### src/rtl/skinny_msk_pkg.sv
// Shared constants and helpers for the masked Skinny-128 AddConstants/AddRoundTweakey stage.
package skinny_msk_pkg;

  localparam int unsigned W        = 8;
  localparam logic [5:0]  RC_INIT  = 6'h01;
  localparam int unsigned RC_CELLS [3] = '{0, 4, 8};
  localparam logic [7:0]  C2       = 8'h02;

  typedef enum logic [0:0] {
    StIdle,
    StActive
  } state_e;

  // Bit offset of share j of cell k in a 16-cell shared vector (cell 0 in the MSBs).
  function automatic int unsigned cell_share_idx(int unsigned k, int unsigned j, int unsigned d);
    return (15 - k) * d * W + j * W;
  endfunction

  function automatic logic [5:0] rc_next(logic [5:0] rc);
    return {rc[4:0], rc[5] ^ rc[4] ^ 1'b1};
  endfunction

endpackage

### src/rtl/msk_skinny_rc_lfsr.sv
// 6-bit Skinny round-constant LFSR; load restarts the sequence, enable advances one round.
module msk_skinny_rc_lfsr
  import skinny_msk_pkg::*;
(
  input  logic       clk,
  input  logic       rst,
  input  logic       i_load,
  input  logic       i_en,
  output logic [5:0] o_rc
);

  logic [5:0] r_rc;

  // A load coinciding with an advance consumes RC_INIT in that same cycle.
  always_ff @(posedge clk) begin
    if (rst) begin
      r_rc <= RC_INIT;
    end else if (i_load && i_en) begin
      r_rc <= rc_next(RC_INIT);
    end else if (i_load) begin
      r_rc <= RC_INIT;
    end else if (i_en) begin
      r_rc <= rc_next(r_rc);
    end
  end

  assign o_rc = r_rc;

endmodule

### src/rtl/msk_add_round_tweakey.sv
// Masked Skinny-128 AddConstants + AddRoundTweakey with valid/ready handshake and output register.
module msk_add_round_tweakey
  import skinny_msk_pkg::*;
#(
  parameter int unsigned d      = 2,
  parameter int unsigned W      = 8,
  parameter int unsigned ROUNDS = 48
) (
  input  logic             clk,
  input  logic             rst,
  input  logic             start,
  input  logic             in_valid,
  output logic             in_ready,
  input  logic [d*128-1:0] state_in,
  input  logic [d*64-1:0]  tk_in,
  output logic [d*128-1:0] state_out,
  output logic             out_valid,
  input  logic             out_ready,
  output logic [5:0]       round_idx,
  output logic             last_round
);

  localparam logic [5:0] LastRound = 6'(ROUNDS - 1);

  state_e           r_state;
  logic [5:0]       r_cnt;
  logic [5:0]       w_rc_q;
  logic [5:0]       w_rc;
  logic [5:0]       w_round;
  logic             w_xfer;
  logic             w_last;
  logic [d*128-1:0] w_data;

  assign in_ready = (r_state == StActive) && (!out_valid || out_ready);
  assign w_xfer   = in_valid && in_ready;

  // A start in the same cycle as a transfer makes that transfer round 0.
  assign w_rc    = start ? RC_INIT : w_rc_q;
  assign w_round = start ? 6'd0 : r_cnt;
  assign w_last  = (w_round == LastRound);

  msk_skinny_rc_lfsr u_rc_lfsr (
    .clk    (clk),
    .rst    (rst),
    .i_load (start),
    .i_en   (w_xfer),
    .o_rc   (w_rc_q)
  );

  always_comb begin
    w_data = state_in;
    for (int unsigned k = 0; k < 8; k++) begin
      for (int unsigned j = 0; j < d; j++) begin
        w_data[cell_share_idx(k, j, d) +: W] ^= tk_in[cell_share_idx(k + 8, j, d) +: W];
      end
    end
    // Constants are public, so they land on share 0 only.
    w_data[cell_share_idx(RC_CELLS[0], 0, d) +: W] ^= {4'h0, w_rc[3:0]};
    w_data[cell_share_idx(RC_CELLS[1], 0, d) +: W] ^= {6'h0, w_rc[5:4]};
    w_data[cell_share_idx(RC_CELLS[2], 0, d) +: W] ^= C2;
  end

  always_ff @(posedge clk) begin
    if (rst) begin
      r_state    <= StIdle;
      r_cnt      <= '0;
      out_valid  <= 1'b0;
      state_out  <= '0;
      round_idx  <= '0;
      last_round <= 1'b0;
    end else begin
      if (w_xfer && w_last) begin
        r_state <= StIdle;
      end else if (start) begin
        r_state <= StActive;
      end

      if (start) begin
        r_cnt <= w_xfer ? 6'd1 : 6'd0;
      end else if (w_xfer) begin
        r_cnt <= r_cnt + 6'd1;
      end

      if (w_xfer) begin
        out_valid  <= 1'b1;
        state_out  <= w_data;
        round_idx  <= w_round;
        last_round <= w_last;
      end else if (out_ready) begin
        out_valid <= 1'b0;
      end
    end
  end

endmodule

### config.mk
export PLATFORM = sky130hd
export DESIGN_NAME = msk_add_round_tweakey
export DESIGN_NICKNAME = d
export VERILOG_FILES = /design/src/rtl/skinny_msk_pkg.sv /design/src/rtl/msk_skinny_rc_lfsr.sv /design/src/rtl/msk_add_round_tweakey.sv
export SDC_FILE = /design/constraint.sdc
export NUM_CORES = 1
export LEC_CHECK = 0
export ABC_AREA = 0
export ABC_CLOCK_PERIOD_IN_PS = 1700
export CAP_MARGIN = 10
export CORE_AREA = 2 2 253 255
export CTS_CLUSTER_SIZE = 25
export DETAILED_ROUTE_END_ITERATION = 8
export DIE_AREA = 0 0 255 257
export GPL_ROUTABILITY_DRIVEN = 0
export PLACE_DENSITY = 0.5
export SLEW_MARGIN = 15
export SYNTH_ARGS = -nofsm -noshare
export SYNTH_HDL_FRONTEND = slang
export SYNTH_HIERARCHICAL = 1
export SYNTH_SLANG_ARGS = --single-unit
export TNS_END_PERCENT = 1
### constraint.sdc
create_clock -name clk -period 1.7 [get_ports clk]
set_clock_uncertainty 0.15 [all_clocks]
set_input_delay 0.17 -clock clk [delete_from_list [all_inputs] [get_ports clk]]
set_output_delay 0.17 -clock clk [all_outputs]
set_load 0.05 [all_outputs]
== Word level (Yosys, flattened, before mapping) ==
Index checks and enable logic that the tools add are counted.

* Bits in registers: 277
* Input port bits: 389

* Add/subtract/negate cells: 1
* Eq/ne operators: 1
* Mux-type cells: 10
* Bitwise gates (word level): 21
* Reductions and logical operators: 11

{| class="wikitable"
|+ Operators with widths
! operator !! count
|-
| XOR 8 bit || 16
|-
| two-way mux 6 bit || 4
|-
| XOR 8 x 2 -> 8 bit || 1
|-
| XOR 8 x 4 -> 8 bit || 1
|-
| adder 6 x 1 -> 6 bit, second input constant || 1
|-
| == test 6 bit, second input constant || 1
|-
| two-way mux 2 bit || 3
|-
| logical AND 1 bit || 4
|-
| nonzero test 2 bit || 2
|-
| two-way mux 1 bit || 3
|-
| nonzero test 3 bit || 1
|-
| OR reduction 3 bit || 1
|-
| NOT 1 bit || 2
|-
| OR reduction 2 bit || 1
|-
| logical NOT 1 bit || 1
|-
| logical OR 1 bit || 1
|-
| XOR 1 bit || 1
|}

== Longest topological paths before layout ==
Gate-level depths: netlist of run 1.

* Depth after elaboration: 7
* Depth in mapped cells: 8
* Mapped depth without buffers: 5

== By module ==
Netlist of run 1, hierarchy kept.

{| class="wikitable"
|+ Modules (own cells, without submodules)
! module !! times used !! cells each !! area an instance (µm²) !! seq. area each (µm²)
|-
| msk_add_round_tweakey || 1 || 1195 || 10802.9 || 5425.2
|-
| msk_skinny_rc_lfsr || 1 || 21 || 236.5 || 120.1
|}

== Worst setup path after synthesis of run 1 ==
OpenSTA, ideal clock, no wires.

* Kind: reg2reg
* Start: register out_valid
* End: register u_rc_lfsr.r_rc[1] (netlist: u_rc_lfsr/o_rc[1])
* Setup time: 70 ps
* Data arrival time: 1894 ps
* Setup slack: -414 ps
* Cell stages (with the launch flop): 9
* Buffers on the path: 3
* Cells stage by stage: dfxtp_1 nand2b_4 nand3_2 inv_2 buf_2 buf_2 buf_6 or3b_1 a21oi_1

* Word-level cells in the longest chain between the ends: 6

{| class="wikitable"
|+ Ends and longest elaborated chain
! element !! RTL line !! RTL
|-
| start: declaration || msk_add_round_tweakey.sv:17 || <nowiki>output logic out_valid,</nowiki>
|-
| start signal: assignment || msk_add_round_tweakey.sv:67 || <nowiki>out_valid <= 1'b0;</nowiki>
|-
| start signal: assignment || msk_add_round_tweakey.sv:85 || <nowiki>out_valid <= 1'b1;</nowiki>
|-
| start signal: assignment || msk_add_round_tweakey.sv:90 || <nowiki>out_valid <= 1'b0;</nowiki>
|-
| logical NOT 1 bit (*) || msk_add_round_tweakey.sv:34 || <nowiki>assign in_ready = (r_state == StActive) && (!out_valid || out_ready);</nowiki>
|-
| logical OR 1 bit (*) || msk_add_round_tweakey.sv:34 ||
|-
| logical AND 1 bit (*) || msk_add_round_tweakey.sv:34 ||
|-
| logical AND 1 bit (*) || msk_add_round_tweakey.sv:35 || <nowiki>assign w_xfer = in_valid && in_ready;</nowiki>
|-
| via w_xfer || msk_add_round_tweakey.sv:30 || <nowiki>logic w_xfer;</nowiki>
|-
| logical AND 1 bit || msk_skinny_rc_lfsr.sv:18 || <nowiki>end else if (i_load && i_en) begin</nowiki>
|-
| nonzero test 3 bit (no line) or two-way mux 2 bit (tied branches) || - ||
|-
| end signal: assignment || msk_skinny_rc_lfsr.sv:19 || <nowiki>r_rc <= rc_next(RC_INIT);</nowiki>
|-
| end signal: assignment || msk_skinny_rc_lfsr.sv:23 || <nowiki>r_rc <= rc_next(r_rc);</nowiki>
|-
| end: declaration || msk_skinny_rc_lfsr.sv:12 || <nowiki>logic [5:0] r_rc;</nowiki>
|}

The timed path passes the listed nets; every way through them passes the cells marked *.
A chain may end at the register's enable or synchronous reset.

== Worst setup path after layout of run 1 ==
* Start: register r_state
* End: output port in_ready

* Word-level cells in the longest chain between the ends: 1

{| class="wikitable"
|+ Ends and longest elaborated chain
! element !! RTL line !! RTL
|-
| start: declaration || msk_add_round_tweakey.sv:25 || <nowiki>state_e r_state;</nowiki>
|-
| start signal: assignment || msk_add_round_tweakey.sv:65 || <nowiki>r_state <= StIdle;</nowiki>
|-
| start signal: assignment || msk_add_round_tweakey.sv:73 || <nowiki>r_state <= StIdle;</nowiki>
|-
| start signal: assignment || msk_add_round_tweakey.sv:75 || <nowiki>r_state <= StActive;</nowiki>
|-
| logical AND 1 bit || msk_add_round_tweakey.sv:34 ||
|-
| end: declaration || msk_add_round_tweakey.sv:13 || <nowiki>output logic in_ready,</nowiki>
|}

Every way passes these cells.

==> results.md, run 1 <==
Run status:
- The flow ran to the end, and the final reports show no timing, DRC or antenna violations.

Worst setup path:
- The capturing instance or port of the critical path is in_ready.
- The data arrival time of the critical path is about 1300 ps.
- Along the worst path, the maximum fanout reaches 3.
- The critical path starts at r_state$_SDFFE_PP0P_.
- The capturing element type of the critical path is an output port.
- The element type at the critical path start is a flip-flop.
- The worst register-to-register path has a setup slack of slightly below 90 ps.
- Data on the critical path is required at its endpoint by 1380 ps.
- The endpoint of the worst register-to-register path is state_out[218]$_SDFFE_PP0P_.
- The startpoint-to-endpoint class of the critical path is flip-flop to output port.
- In this run the critical register-to-register path is launched from out_valid$_SDFFE_PP0P_.
- The count of cells along the worst register-to-register path is 7.

Cells and area:
- The final-stage net count is around 2300.
- The final-layout fill cell count is ~6600.
- The finished layout holds ~2800 standard cells, fillers aside.
- In the final layout, the multi-input gates occupy about 0.005 mm2.
- The number of diodes is 0.
- The footprint of the flip-flops and latches is 0.00555 mm2.
- Relative to the synthesized area, the layout overhead comes to 78.1%.
- The end-of-flow core utilization is between 30% and 40%.
- Of the cells placed in the final design, the portion with a size suffix greater than 1 is between 20% and 30%.

Global routing:
- The number of global-route vias before repair is 10900.
- The maximum number of pins on one net before global-route repair is 77.
- The first-pass GRT wire length is ~64000 um.
- After global routing the overflow that remains totals 0.
- The initial antenna violation count is 1.
- The overall routing resource usage is around 12%.

Route:
- In the final routed layout, each cell accounts on average for roughly 15 um.
- The first-iteration detailed-routing DRC count is ~350.
- The routed wire length is 42700 um.
- The residual antenna-violating net count after detailed routing is 0.
- Summing over every cut layer, the via total after detailed routing is between 10000 and 15000.
- For this run, design rule violations remaining after detail routing come to 0.
- Before antenna repair, the detailed router went through 4 iterations.
- The ratio of routed vias to standard cells is a little under 4.

Yosys:
- The part of the Yosys area used for sequential elements is about half.
- The synthesized netlist occupies a cell area of approximately 0.011 mm2.
- The instance count of the mapped netlist is about 1200.
- After synthesis the netlist holds a flip-flop and latch count of 277.
- The number of nets handed over by synthesis was about 1600.
- Synthesis instantiated 31 different standard cells from the library.
- The average instance area after synthesis is around 9.1 um2.
- For this run, the number of Yosys warnings is 6.

Worst hold path:
- The class of the tightest hold or removal check is primary input to flip-flop.
- The startpoint of the most critical hold path is state_in[27].

Clocking:
- The H-tree depth is 2.
- TritonCTS built the clock tree.
- The clock root buffer master is sky130_fd_sc_hd__clkbuf_16.
- The clock-pin slew on the worst setup and hold paths is around 60 ps.
- The clock passes through at most 3 buffers.
- The TritonCTS buffer count is 36.
- The clock reaches the later pin of the worst-skew pair after roughly 530 ps.
- Clock tree synthesis found a total of around 280 sinks.

Power:
- The power share of the sequential group is 36.9%.
- The power share of the combinational group is 21.9%.
- The leakage power total is around 7.4 nW.
- The internal portion of total power is ~0.014 W.
- The net switching component of the power is approximately 0.0055 W.
- The clock network accounts for roughly two fifths of the total power.
- Power spread over the standard cell area amounts to approximately 970 mW/mm2.
- The maximum vdd ir drop is ~0.52 mV.
- Net switching is 28.8% of the power.

STA:
- Setup violations remaining at the end of the flow were counted as 0.
- The timing-limited maximum frequency is 620 MHz.
- After layout, the minimum clock period comes to ~1600 ps.
- The worst pin sits at a relative slew slack of 69.7%.
- Setup repair after global routing could not meet its margin everywhere.
- The slew of the pin with the lowest slew margin is 454 ps.
- The final max-slew violation count came to 0.
- The total count of hold-check failures in the final report is 0.
- Dividing the final minimum period by the clock period gives between 90 and 100%.
- The setup total negative slack is 0 ps.

Floorplan:
- Once the floorplan was initialized, standard cells occupied between 10% and 20% of the core.
- The number of placed I/O pins is 654.
- The placeable core region is 0.0627 mm2.
- The number of rows in the core area is 92.
- The die covers approximately 0.066 mm2.
- The die span in x is around 260 um.
- The floorplan step set the die height to roughly 260 um.

Placed design:
- Once placement completed, the tool counted placed cells totaling about 2700.
- Once detailed placement completed, the half-perimeter wirelength came to ~34000 um.
- Buffers placed on the I/O ports in this run total approximately 650.

Run:
- The number of max-capacitance violations reported is 0.
==> flip-flops by register name, indices dropped and copies added (netlist names) <==
register,cells
last_round,1
out_valid,1
r_cnt,6
r_state,1
round_idx,6
state_out,256
u_rc_lfsr/o_rc,6
==> cell type report <==
cell class | instances | area share, %
inverters | 1 | 0.0827
well taps | 846 | 5.38
clock inverters | 13 | 0.764
clock buffers | 52 | 5.51
multi-input cells | 849 | 25.4
flip-flops and latches | 277 | 28.2
repair buffers | 747 | 34.6
==> cell usage after synthesis, drive strengths merged <==
master | count | share of area, %
o21ai | 1 | 0.045
nor2b | 8 | 0.45
nand2b | 2 | 0.18
nand3 | 3 | 0.18
nor3b | 1 | 0.068
nor2 | 129 | 4.4
mux2i | 6 | 0.54
ha | 1 | 0.11
xnor2 | 140 | 11
buf | 51 | 3.3
a211oi | 124 | 11
a21oi | 140 | 6.3
inv | 1 | 0.034
nand2 | 271 | 9.2
a2111o | 1 | 0.10
nor4b | 1 | 0.14
dfxtp | 277 | 50
nor3 | 11 | 0.50
nand3b | 4 | 0.27
or4 | 1 | 0.068
or3b | 1 | 0.079
or3 | 1 | 0.057
and2 | 2 | 0.11
clkbuf | 38 | 1.3
nand4 | 1 | 0.057
==> kinds of logic after synthesis <==
kind of cell / synth area share (%)
flip-flops: 50.2
multiplexers: 0.544
AND/OR/NAND/NOR: 15.8
AO/OA/AOI/OAI: 17.6
adder cells (fa/ha/maj): 0.113
XOR/XNOR: 11.1
buffers and inverters: 4.59
==> worst min path at each step <==
stage,end,slack (ps),cells after the start
global route,state_out[20]$_SDFFE_PP0P_,10,3
CTS,state_out[69]$_SDFFE_PP0P_,0.2,3
floorplan,u_rc_lfsr/o_rc[1]$_SDFFE_PP0P_,90,1
detailed placement,state_out[108]$_SDFFE_PP0P_,300,2
global placement,state_out[243]$_SDFFE_PP0P_,290,2
finish,state_out[27]$_SDFFE_PP0P_,50,3
==> routing by layer <==
layer / vias up / wire length, um / GRT usage, %
li1: 5442 / - / -
met1: 4872 / 16600 / 14.0
met2: 412 / 21900 / 22.8
met3: 61 / 3160 / 3.31
met4: 2 / 1040 / 3.88
met5: - / 12 / 0
==> critical path: stages, from the launching register on <==
cell and delay (ps):
sky130_fd_sc_hd__dfxtp_2 310, sky130_fd_sc_hd__buf_4 130, sky130_fd_sc_hd__and2_4 170, sky130_fd_sc_hd__buf_12 140
==> layout by cell type (no fill, tap or decap), types with 2 or more instances in the layout <==
cell type / instances
sky130_fd_sc_hd__nor3_1: 11
sky130_fd_sc_hd__dlygate4sd3_1: 33
sky130_fd_sc_hd__inv_6: 2
sky130_fd_sc_hd__clkbuf_16: 38
sky130_fd_sc_hd__nor2b_1: 8
sky130_fd_sc_hd__a211oi_1: 63
sky130_fd_sc_hd__nor2_1: 129
sky130_fd_sc_hd__clkbuf_1: 6
sky130_fd_sc_hd__bufinv_16: 3
sky130_fd_sc_hd__mux2i_1: 6
sky130_fd_sc_hd__buf_12: 9
sky130_fd_sc_hd__clkdlybuf4s50_1: 387
sky130_fd_sc_hd__a21oi_1: 140
sky130_fd_sc_hd__dfxtp_1: 275
sky130_fd_sc_hd__clkbuf_8: 8
sky130_fd_sc_hd__nand2_1: 271
sky130_fd_sc_hd__a211oi_2: 61
sky130_fd_sc_hd__clkinv_2: 7
sky130_fd_sc_hd__nand3b_1: 4
sky130_fd_sc_hd__xnor2_1: 140
sky130_fd_sc_hd__buf_4: 316
sky130_fd_sc_hd__nand3_1: 2
==> metrics by stage <==
stage	power [W]	setup WS (ps)	hold WS, ps	area [um2]
4_1_cts	0.0194	21.7	0.175	19600
3_3_place_gp	0.0113	-241	292	18100
3_5_place_dp	0.0113	-277	298	18100
2_1_floorplan	0.00936	-9.89	89.1	11100
6_report	0.0190	87.7	46.4	19700
5_1_grt	0.0199	-20.6	14.6	19700
==> power by group through the flow <==
stage | clock network, W | logic (W) | registers (W)
final | 0.00785 | 0.00416 | 0.00702
after global placement | 0 | 0.00411 | 0.00715
after global routing | 0.00847 | 0.00442 | 0.00706
after CTS | 0.00820 | 0.00422 | 0.00702
after detailed placement | 0 | 0.00414 | 0.00716
after floorplan | 0 | 0.00110 | 0.00826
==> repair_timing <==
| action | CTS | global route |
|---|---|---|
| hold buffers | 33 | 0 |
| hold endpoints to repair | 70 | 0 |
| setup buffers | 2 | 1 |
| resized for setup | 3 | 2 |
| setup endpoints to repair | 1 | 7 |
| pin swaps | 1 | 0 |
No activity file was read; power rests on OpenSTA's default activity.
==> run 2: changes to the inputs <==
--- a/config.mk
+++ b/config.mk
@@ -13,8 +13,8 @@
 export DETAILED_ROUTE_END_ITERATION = 8
 export DIE_AREA = 0 0 255 257
 export GPL_ROUTABILITY_DRIVEN = 0
+export GPL_TIMING_DRIVEN = 0
 export PLACE_DENSITY = 0.5
-export SLEW_MARGIN = 15
 export SYNTH_ARGS = -nofsm -noshare
 export SYNTH_HDL_FRONTEND = slang
 export SYNTH_HIERARCHICAL = 1
==> results.md, run 2 (synthesis gave the netlist of run 1 again) <==
Worst setup path:
- Counting both buffers and inverters, the worst setup path holds a total of 1.
- The worst setup path is captured at an output port.
- The cell family contributing the most delay on the critical path is buffers and inverters.
- The critical path goes through dlygate4sd2_1.
- In this run the worst path has a maximum fanout of 3.
- At the worst endpoint, the arrival time is about 1400 ps.
- STA classifies the critical path startpoint as a flip-flop.
- The reg-to-reg critical path startpoint is out_valid$_SDFFE_PP0P_.
- The number of cells on the critical path is 1.
- On the critical path, the stage with the largest delay is an instance of sky130_fd_sc_hd__dlygate4sd2_1.
- The worst path required time is around 1400 ps.
- Across all register-to-register paths, the minimum setup slack is -60 ps.
- The startpoint-to-endpoint class of the critical path is flip-flop to output port.
- The endpoint of the worst register-to-register path is u_rc_lfsr/o_rc[1]$_SDFFE_PP0P_.
- The count of cells along the worst register-to-register path is 8.
- The startpoint of the worst setup timing path is out_valid$_SDFFE_PP0P_.
- In this design, the stage delay of the slowest critical-path cell is 560 ps.
- The critical path ends at out_valid.

Global routing:
- The number of global-route vias before repair is between 10000 and 15000.
- Summed over all layers, the global routing overflow is 0.
- The initial antenna violation count was 1.
- Entering global routing, the biggest net connects 17 pins.
- The overall routing resource usage is 14.2%.
- The first global-routing pass estimated ~70000 um of wire.

Clocking:
- After clock tree synthesis, the clock-pin slew on the worst setup and hold paths is about 60 ps.
- The number of hold buffers added after cts is 0.
- The clock root buffer master is sky130_fd_sc_hd__clkbuf_16.
- The clock tree from TritonCTS is done.
- The later pin in the worst-skew pair is clocked with a latency of approximately 520 ps.
- The TritonCTS buffer count is 36.
- The H-tree depth is 2.
- The clock net in this run drives a total of approximately 280 sinks.
- The maximum root-to-sink buffer count is 3.

Floorplan:
- After floorplanning, the core was sized to cover 0.0627 mm2.
- The area of the die is about 0.066 mm2.
- The height of the die is about 260 um.
- In this run the core area contains 92 standard-cell rows.
- The die is between 200 and 300 um wide.
- For this design the top-level I/O count stands at approximately 650.
- The starting density of the core is about 18%.

Route:
- For this run, the detailed router's first-pass iteration total came to 4.
- After detailed routing, the average wire length per cell comes to 17.3 um.
- The count of nets left with antenna violations once routing finished came out at 0.
- For this block, the via count after detailed routing is roughly 11000.
- The detailed router finished its first iteration with between 300 and 400 violations.
- The ratio of routed vias to standard cells is between 3 and 4.
- The routed wire length is 48000 um.
- The remaining routing DRC violations is 0.

Cells and area:
- The total area of multi-input combinational cells is ~0.0050 mm2.
- The register with the most flip-flops in the layout has between 200 and 300 of them.
- The register with the most flip-flops in the final layout is state_out.
- In the layout the commonest cells are 387 x sky130_fd_sc_hd__clkdlybuf4s50_1, 275 x sky130_fd_sc_hd__dfxtp_1, 271 x sky130_fd_sc_hd__nand2_1, 250 x sky130_fd_sc_hd__clkdlybuf4s15_2.
- The final cell count without fillers is ~2800.
- The final-layout fill cell count is between 6000 and 7000.
- Of the cells placed in the final design, the portion with a size suffix greater than 1 is between 20% and 30%.
- In the final layout, flip-flops and latches occupy 0.00555 mm2.
- For this run, the post-layout net count is 2302.
- Measured on the finished design, the core utilization comes to 32.5%.
- The most frequent standard cell in the layout excluding fill and tap cells is sky130_fd_sc_hd__clkdlybuf4s50_1.
- The layout-stage area growth over the synthesis result is 84.5%.

Power:
- Across the VDD grid, the largest voltage drop is between 0.5 and 0.6 mV.
- The leakage power total is between 6 and 7 nW.
- The total design power is around 0.019 W.
- The power per standard cell area is between 900 and 1000 mW/mm2.

STA:
- The total count of hold-check failures in the final report is 0.
- The final max-slew violation count came to 0.
- Setup repair after global routing could not meet its margin everywhere.
- The headroom to the max-slew limit is 52.1%.
- The minimum clock period after layout is 1760 ps.
- The total setup violations reported at the end of the flow is 3.
- The worst hold margin is around 40 ps.
- For the pin with the worst max-slew slack, the measured transition is ~720 ps.
- The share of the cycle needed by the critical path after routing is 104%.
- The worst-case setup margin in the final layout is -60.1 ps.
- For this run, the top clock speed supported by timing is roughly 570 MHz.

Run status:
- The run finished, with violations left.
- The checks that failed: setup timing.

Placed design:
- The HPWL after detailed placement is roughly 39000 um.
- At the placement stage, the worst setup path has a slack of -1160 ps.
- The count of buffers added on input and output ports is between 600 and 700.
- The cell count after placement is 2715.

Run:
- Across the run, the number of max-cap violations was 0.

Worst hold path:
- The class of the tightest hold or removal check is primary input to flip-flop.
==> run 2: worst register-to-register path, delay by kind of cell, from the launching register on <==
family	cells	cell delay, ps
buffers and inverters	4	520
AND/OR/NAND/NOR	3	540
AO/OA/AOI/OAI	1	120
flip-flops	1	360
==> run 2: worst min-delay path by stage <==
stage | cells after the start | startpoint | endpoint
2_1_floorplan | 1 | rst | u_rc_lfsr/o_rc[1]$_SDFFE_PP0P_
3_3_place_gp | 2 | state_out[177]$_SDFFE_PP0P_ | state_out[177]$_SDFFE_PP0P_
3_5_place_dp | 2 | state_out[73]$_SDFFE_PP0P_ | state_out[73]$_SDFFE_PP0P_
4_1_cts | 3 | state_in[46] | state_out[46]$_SDFFE_PP0P_
5_1_grt | 3 | state_in[106] | state_out[106]$_SDFFE_PP0P_
6_report | 3 | state_in[46] | state_out[46]$_SDFFE_PP0P_
==> run 2: power by group <==
group | total (W) | switching, W | internal, W
clock network | 0.00762 | 0.00290 | 0.00472
registers | 0.00702 | 0.000188 | 0.00683
logic | 0.00423 | 0.00241 | 0.00182
total | 0.0189 | 0.00550 | 0.0134
==> run 2: cell type report <==
cell class / count / share of cell area, %
repair buffers: 658 / 33.6
flip-flops and latches: 277 / 27.2
multi-input cells: 849 / 24.7
well taps: 846 / 5.20
clock buffers: 51 / 5.15
plain buffers: 89 / 3.38
clock inverters: 10 / 0.627
inverters: 1 / 0.0553
diodes: 3 / 0.0369
==> run 2: repair_timing <==
action | 4_1_cts | 5_1_grt
endpoints found under the setup margin | 533 | 195
setup buffers | 5 | 0
gates resized for setup | 845 | 55
==> run 2: metrics by stage <==
| step | instance area [um2] | TNS [ps] |
|---|---|---|
| 6_report | 20400 | -125 |
| 2_1_floorplan | 11100 | -9.89 |
| 4_1_cts | 20300 | -343 |
| 3_3_place_gp | 18700 | -209650 |
| 5_1_grt | 20400 | -1710 |
| 3_5_place_dp | 18700 | -219660 |
==> run 2: per-layer routing <==
metal / GRT usage [%] / vias up / part of all wire, %
met5: 0 / - / 0
met2: 25.4 / 411 / 50
li1: - / 5455 / -
met3: 3.53 / 78 / 7.0
met4: 5.18 / 0 / 3.2
met1: 16.2 / 4996 / 40
